--- src/rtl/sr_pkg.sv ---
// Shared constants and state encoding for the shift-register configuration path.
// Widths here are also consumed by the shift-register clock generator.
package sr_pkg;

    localparam int DEF_WIDTH       = 170;
    localparam int DEF_CNT_WIDTH   = 8;
    localparam int DEF_LOAD_CYCLES = 2;

    localparam logic [4:0] S_IDLE  = 5'b00001;
    localparam logic [4:0] S_START = 5'b00010;
    localparam logic [4:0] S_SHIFT = 5'b00100;
    localparam logic [4:0] S_LOAD  = 5'b01000;
    localparam logic [4:0] S_DONE  = 5'b10000;

    typedef enum logic [4:0] {
        IDLE  = S_IDLE,
        START = S_START,
        SHIFT = S_SHIFT,
        LOAD  = S_LOAD,
        DONE  = S_DONE
    } state_t;

endpackage

--- src/rtl/sr_bit_engine.sv ---
// Serial datapath: tx/rx shift registers, serial-out register and bit counter.
// Ports: clk, rst, load_word/clear/shift_en controls, din word, sr_dout in,
//        count, sr_din, rx (captured readback) out.
module sr_bit_engine
    import sr_pkg::*;
#(
    parameter int WIDTH     = DEF_WIDTH,
    parameter int CNT_WIDTH = DEF_CNT_WIDTH
) (
    input  logic                 clk,
    input  logic                 rst,
    input  logic                 load_word,
    input  logic                 clear,
    input  logic                 shift_en,
    input  logic [WIDTH-1:0]     din,
    input  logic                 sr_dout,
    output logic [CNT_WIDTH-1:0] count,
    output logic                 sr_din,
    output logic [WIDTH-1:0]     rx
);

    // tx holds only the bits not yet presented; the current bit sits in sr_din.
    // Zeros fill from the bottom, so sr_din drops to 0 after the last bit.
    logic [WIDTH-2:0] tx;

    always_ff @(posedge clk or posedge rst) begin
        if (rst) begin
            tx     <= '0;
            rx     <= '0;
            count  <= '0;
            sr_din <= 1'b0;
        end else if (load_word) begin
            tx     <= din[WIDTH-2:0];
            rx     <= '0;
            count  <= '0;
            sr_din <= din[WIDTH-1];
        end else if (clear) begin
            count  <= '0;
            sr_din <= 1'b0;
        end else if (shift_en) begin
            tx     <= tx << 1;
            rx     <= {rx[WIDTH-2:0], sr_dout};
            count  <= count + CNT_WIDTH'(1);
            sr_din <= tx[WIDTH-2];
        end
    end

endmodule

--- src/rtl/sr_config_sequencer.sv ---
// Writes one WIDTH-bit word into the on-chip chain and returns the word shifted out.
// Ports: clk, rst, din/din_valid/din_ready, abort, start/count to clock generator,
//        sr_din/sr_dout serial, load_sr strobe, dout/dout_valid readback, busy.
module sr_config_sequencer
    import sr_pkg::*;
#(
    parameter int WIDTH       = DEF_WIDTH,
    parameter int CNT_WIDTH   = DEF_CNT_WIDTH,
    parameter int LOAD_CYCLES = DEF_LOAD_CYCLES
) (
    input  logic                 clk,
    input  logic                 rst,
    input  logic [WIDTH-1:0]     din,
    input  logic                 din_valid,
    output logic                 din_ready,
    input  logic                 abort,
    output logic                 start,
    output logic [CNT_WIDTH-1:0] count,
    output logic                 sr_din,
    input  logic                 sr_dout,
    output logic                 load_sr,
    output logic [WIDTH-1:0]     dout,
    output logic                 dout_valid,
    output logic                 busy
);

    state_t           state, state_n;
    logic [3:0]       ltimer;
    logic             load_word, clear, shift_en;
    logic             cnt_full, load_last;
    logic [WIDTH-1:0] rx;

    sr_bit_engine #(
        .WIDTH     (WIDTH),
        .CNT_WIDTH (CNT_WIDTH)
    ) u_engine (
        .clk       (clk),
        .rst       (rst),
        .load_word (load_word),
        .clear     (clear),
        .shift_en  (shift_en),
        .din       (din),
        .sr_dout   (sr_dout),
        .count     (count),
        .sr_din    (sr_din),
        .rx        (rx)
    );

    always_comb begin
        state_n   = state;
        load_word = 1'b0;
        clear     = 1'b0;
        shift_en  = 1'b0;
        cnt_full  = (count == CNT_WIDTH'(WIDTH));
        load_last = (ltimer == 4'(LOAD_CYCLES - 1));
        unique case (state)
            IDLE: begin
                if (din_valid && din_ready) begin
                    load_word = 1'b1;
                    state_n   = START;
                end
            end
            // The first bit is clocked out on the edge leaving START.
            START: begin
                if (abort) begin
                    clear   = 1'b1;
                    state_n = IDLE;
                end else begin
                    shift_en = 1'b1;
                    state_n  = SHIFT;
                end
            end
            SHIFT: begin
                if (abort) begin
                    clear   = 1'b1;
                    state_n = IDLE;
                end else if (cnt_full) begin
                    state_n = LOAD;
                end else begin
                    shift_en = 1'b1;
                end
            end
            // abort deliberately ignored: a started load always completes.
            LOAD: begin
                if (load_last) begin
                    clear   = 1'b1;
                    state_n = DONE;
                end
            end
            DONE: state_n = IDLE;
            default: state_n = IDLE;
        endcase
    end

    // Outputs are registered from the next state so they align with it.
    always_ff @(posedge clk or posedge rst) begin
        if (rst) begin
            state      <= IDLE;
            ltimer     <= 4'd0;
            din_ready  <= 1'b1;
            start      <= 1'b0;
            load_sr    <= 1'b0;
            dout       <= '0;
            dout_valid <= 1'b0;
            busy       <= 1'b0;
        end else begin
            state      <= state_n;
            ltimer     <= (state == LOAD) ? ltimer + 4'd1 : 4'd0;
            din_ready  <= (state_n == IDLE);
            start      <= (state_n == START);
            load_sr    <= (state_n == LOAD);
            dout_valid <= (state_n == DONE);
            busy       <= (state_n != IDLE);
            if (state_n == DONE) begin
                dout <= rx;
            end
        end
    end

endmodule

--- config.mk ---
export PLATFORM = sky130hd
export DESIGN_NAME = sr_config_sequencer
export DESIGN_NICKNAME = d
export VERILOG_FILES = /design/src/rtl/sr_pkg.sv /design/src/rtl/sr_bit_engine.sv /design/src/rtl/sr_config_sequencer.sv
export SDC_FILE = /design/constraint.sdc
export NUM_CORES = 1
export LEC_CHECK = 0
export CORE_AREA = 3 3 193 195
export CTS_BUF_LIST = sky130_fd_sc_hd__clkbuf_8
export DETAILED_ROUTE_END_ITERATION = 10
export DIE_AREA = 0 0 196 198
export DONT_BUFFER_PORTS = 1
export GPL_TIMING_DRIVEN = 0
export MAX_ROUTING_LAYER = met4
export PLACE_DENSITY = 0.81
export REMOVE_ABC_BUFFERS = 1
export SYNTH_ARGS = -nofsm -noshare
export SYNTH_HDL_FRONTEND = slang
export SYNTH_SLANG_ARGS = --single-unit
--- constraint.sdc ---
create_clock -name clk -period 36.6 [get_ports clk]
set_input_delay 9.15 -clock clk [delete_from_list [all_inputs] [get_ports clk]]
set_output_delay 9.15 -clock clk [all_outputs]
set_load 0.05 [all_outputs]
Word-level counts from Yosys, hierarchy flattened:

Cells that the tools add are included.

* input port bits: 175
* logic and storage cells: 59
* flip-flop bits (word level): 532

* muxes and demuxes: 28
* reduce and logical (&&, ||, !) cells: 5
* $add $sub $neg: 2
* equal/unequal tests: 12

Operators with widths (count)
* 170-bit 2-to-1 mux: 3
* 169-bit 2-to-1 mux: 3
* 8-bit 2-to-1 mux: 3
* 5-bit 2-to-1 mux: 4
* 5-bit case mux with 4 select lines: 1
* 5-bit by 1-bit == test with 1-bit output (second input constant): 2
* 5-bit by 2-bit == test with 1-bit output (second input constant): 2
* 5-bit by 4-bit == test with 1-bit output (second input constant): 2
* 1-bit 2-to-1 mux: 10
* 8-bit by 1-bit adder with 8-bit output (second input constant): 1
* 8-bit == test (second input constant): 1
* 5-bit by 3-bit == test with 1-bit output (second input constant): 1
* 5-bit == test (second input constant): 1
* 5-bit by 1-bit inequality test with 1-bit output (second input constant): 1
* 4-bit by 1-bit adder with 4-bit output (second input constant): 1
* 4-bit by 1-bit == test with 1-bit output (second input constant): 1
* 4-bit 2-to-1 mux: 1
* 1-bit case mux with 2 select lines: 2
* 3-bit 2-to-1 mux: 1
* 3-bit nonzero test: 1
* 2-bit inequality test (second input constant): 1
* 2-bit AND reduction: 1
* 2-bit nonzero test: 1
* 2-bit OR reduction: 1
* 1-bit logical AND: 1

Logic depth before layout (Yosys ltp):

* word-level depth: 7
* mapped depth: 10
* depth with buffers taken out: 8

Cells and area by module:

Synthesis repeated with hierarchy kept, for this count alone.

* cell total of the unflattened synthesis: 1939
* area total of the unflattened synthesis: 22275.1 sq um

Modules (own cells, without submodules)
* sr_bit_engine: area an instance 14924.3 sq um, cells each 1519, instances 1
* sr_config_sequencer: area an instance 7350.8 sq um, cells each 420, instances 1

Worst setup path before layout:

No wires, ideal clock.

* path kind: input -> register
* start: in abort
* end: reg u_engine.tx[100]
* data required time: 36.474 ns
* setup slack: 26.037 ns
* path buffers: 2
* stages on the path: 7
* arrival time: 10.437 ns
* library setup time: 0.126 ns
* path through: nor3_1 nand3_1 o21a_1 clkbuf_1 clkbuf_1 and3_1 a221o_1

* cells in the longest elaborated chain, start to end: 4
* elaborated cells on any way between the ends: 8

RTL lines
* start: declaration: RTL line sr_config_sequencer.sv:16 `input logic abort,`
* 1-bit 2-to-1 mux (on tied branches): RTL line sr_config_sequencer.sv:65, sr_config_sequencer.sv:74
* 1-bit case mux with 2 select lines: RTL line sr_config_sequencer.sv:56 `unique case (state)`
* 2-bit inequality test (no source line) or 2-bit nonzero test (tied branches)
* 2-bit AND reduction (no source line) (*)
* end signal: assignment: RTL line sr_bit_engine.sv:33 `tx <= din[WIDTH-2:0];`
* end signal: assignment: RTL line sr_bit_engine.sv:41 `tx <= tx << 1;`
* end: declaration: RTL line sr_bit_engine.sv:24 `logic [WIDTH-2:0] tx;`

Every way passes the cells marked *; elsewhere a longest branch is shown, timed or not.
A chain may end at the register's enable or synchronous reset.

Worst setup path in the final report:

* start: in abort
* end: reg u_engine.count[6]

* cells in the longest elaborated chain, start to end: 4
* elaborated cells on any way between the ends: 8

RTL lines
* 1-bit 2-to-1 mux: RTL line sr_config_sequencer.sv:65, sr_config_sequencer.sv:74
* 1-bit case mux with 2 select lines: RTL line sr_config_sequencer.sv:56
* 8-bit 2-to-1 mux: RTL line sr_bit_engine.sv:37 `end else if (clear) begin`
* 8-bit 2-to-1 mux: RTL line sr_bit_engine.sv:32 `end else if (load_word) begin`
* end signal: assignment: RTL line sr_bit_engine.sv:43 `count <= count + CNT_WIDTH'(1);`
* end: declaration: RTL line sr_bit_engine.sv:17 `output logic [CNT_WIDTH-1:0] count,`

Several ways; a longest one is shown, not always the timed one.

==> metrics <==
initial core utilization=0.602; RSZ-0062 raised after global routing=no; IO Port Bufs=0; final wirelength=49500 um; vias per inst=approximately 5.9; DIE AREA=38800 um2; Crit Path Class=in2reg; Fillers=2762; postcts setup bufs=0; Max H-tree Level=3; Max stage delay on crit path=0.67 ns; Worst-Margin Slew=0.906 ns; CTS Buf Count=83; worst skew pair latency=a little over 0.6 ns; Mapped Area=~21000 um2; Post-synth top flop=dfrtp_1; minimum hold slack=0.478 ns; Multi-input gate area=about 7300 um2; DRC Markers=0; first-pass GRT wire length=80200 um; Power Density=65.5 nW/um2; Synth area leaders=dfrtp_1, nand2_1, a221o_1; area grow syn2layout=8.65%; status=finished clean; Ys Warns=0; Core Rows=between 60 and 70; Synth top area share=0.619; Initial DRC Count=1278; DRT antenna net count=0; vias=15500; Avg Inst Size Synth=9.85 um2; Min-Delay Path Class=reg2reg; initial antenna violation count=1; internal power=1.07 mW; Crit Path Max Fanout=161; Core ar.=35600 um2; drt pass-1 iters=5; Root Buffer=clkbuf_8; max cap viols=0; post_cts resized=0; Sum Neg Setup Slack=0 ns; Post-synth top cells=nand2_1, dfrtp_1, nand3_1, and3_1, a221o_1; Worst VDD drop=0.0481 mV; Net Switching=0.452 mW; Leak Pwr=12.8 nW; final hold viol count=0; fmax=about 85 MHz; switching share of power=0.296; critical path's slowest cell=o21a_4; total global-route track usage=0.259; Setup crit start kind=input port; cell with the most instances after synthesis=nand2_1; Clock Sinks=532; ys async rst share=1.00; pin count of the biggest net entering global routing=162; Die W=approximately 200 um; Tcrit/Tclk final=0.321; Post-synth EDFFs=0; clock transition at the registers of the reported paths=0.06 ns; Remaining Overflow, GRT=0; CTS tree=built; hpwl dp=29500 um; dominant cell type by area after synthesis=dfrtp_1; Clk network pwr share=0.304; clock skew=~0.028 ns; final setup fails=0; Comb power frac=0.205; cell count after synthesis=2174; Seq pwr share=0.491; crit-path cells=nor3_1, nand3_1, o21a_4, buf_16, buf_16, buf_12, inv_8, buf_16, and3_1, a211o_1; vias in the first global route=around 15000; share of cells above drive strength 1=0.0610; Die Ht=around 200 um; I/O pins=between 300 and 400; GPL Wtd Cong=0.786; storage element area=between 10000 and 15000 um2; post-synthesis cell type count=35; WP data required=37.07 ns; total power of the final layout=1.52 mW; hold_buf cts=0; fin util=0.654; synthesis-stage register bit count=roughly 530; Crit path arrival time=12.22 ns; clock buffer depth=3; Slew Limit Fails=0; fin nets=2284; WL per Instance=between 15 and 20 um; Max-slew headroom=0.387; crit end category=register; min Tclk post-route=11.74 ns; share of the yosys chip area belonging to registers=0.622; Crit path top cell by count=buf_16
-- critical path: cells and delay by family --
family / cells / cell delay (ns)
buffers and inverters: 5 / 1.38
AO/OA/AOI/OAI: 2 / 0.93
AND/OR/NAND/NOR: 3 / 0.51
-- kinds of logic (layout without fill, tap and decap cells) --
logic type	Yosys count	after routing	synth area share
and+or+nand+nor	1256	1256	0.252
DFF	532	532	0.622
AOI/OAI and AO/OA	194	194	0.0827
buffers and inverters	182	171	0.0387
xor gates and xnor gates	5	5	0.00205
adders and majority gates	4	4	0.00234
muxes	1	1	0.000467
other	0	1	0
-- sequential cells by signal, summed over array words and instances (netlist names) --
| register | cells |
|---|---|
| dout_valid | 1 |
| load_sr | 1 |
| dout | 170 |
| din_ready | 1 |
| u_engine.count | 8 |
| busy | 1 |
| u_engine.tx | 169 |
| u_engine.rx | 170 |
| ltimer | 4 |
| start | 1 |
| u_engine.sr_din | 1 |
| state | 5 |
-- power by group through the flow --
stage                     sequential [mW]  combinational (mW)  clock, mW
final                               0.749               0.312      0.463
after global routing                0.758               0.349      0.502
after CTS                           0.747               0.313      0.474
after detailed placement            0.752               0.313          0
after global placement              0.754               0.294          0
after floorplan                     0.736               0.243          0
-- area by class of cell --
cell class / count / area share
Inverter: 10 / 0.00269
Tap cell: 461 / 0.0248
Clock buffer: 98 / 0.0580
Multi-Input combinational cell: 1460 / 0.313
Timing Repair Buffer: 18 / 0.0210
Antenna cell: 1 / 0.000108
Clock inverter: 45 / 0.00791
Sequential cell: 532 / 0.572
-- per-stage QoR --
| stage | area, um2 | instances | setup WS (ns) |
|---|---|---|---|
| 4_1_cts | 23300 | 2624 | 24.96 |
| 2_1_floorplan | 20600 | 2002 | 12.59 |
| 3_5_place_dp | 21700 | 2481 | 24.32 |
| 5_1_grt | 23300 | 2625 | 24.71 |
| 6_report | 23300 | 2625 | 24.86 |
| 3_3_place_gp | 21200 | 2463 | 5.57 |
-- per-layer routing --
layer / vias to the layer above / global-route usage / share of wire
li1: 7209 / - / -
met1: 7644 / 0.332 / 0.40
met2: 575 / 0.380 / 0.45
met3: 88 / 0.104 / 0.12
met4: 0 / 0.0906 / 0.029
met5: - / - / 0
-- worst paths after layout --
path,start,slack [ns],endpoint,cells past startpoint
min in group asynchronous,rst,8.40,u_engine.tx[54],1
max,abort,24.86,u_engine.count[6],10
max reg2reg,u_engine.count[1],32.15,u_engine.count[6],11
min,u_engine.tx[104],0.48,u_engine.tx[105],1
min reg2reg,u_engine.tx[104],0.48,u_engine.tx[105],1
max in group asynchronous,rst,26.66,dout[112],3
-- layout by cell type (no fill, tap or decap), types with 2 or more instances in the layout --
cell / instances
a21oi_1: 17
a221o_1: 152
a22oi_1: 10
and3_1: 154
buf_16: 17
clkbuf_8: 98
clkinv_2: 5
dfrtp_1: 530
dfstp_2: 2
ha_1: 4
inv_1: 44
inv_6: 3
inv_8: 2
nand2_1: 875
nand3_1: 185
nor2_1: 19
nor3_1: 8
nor3b_1: 2
nor4b_1: 2
o21ai_0: 8
o22ai_1: 3
or3_1: 3
xnor2_1: 2
xor2_1: 3
Power figures use the tool's default switching activity.
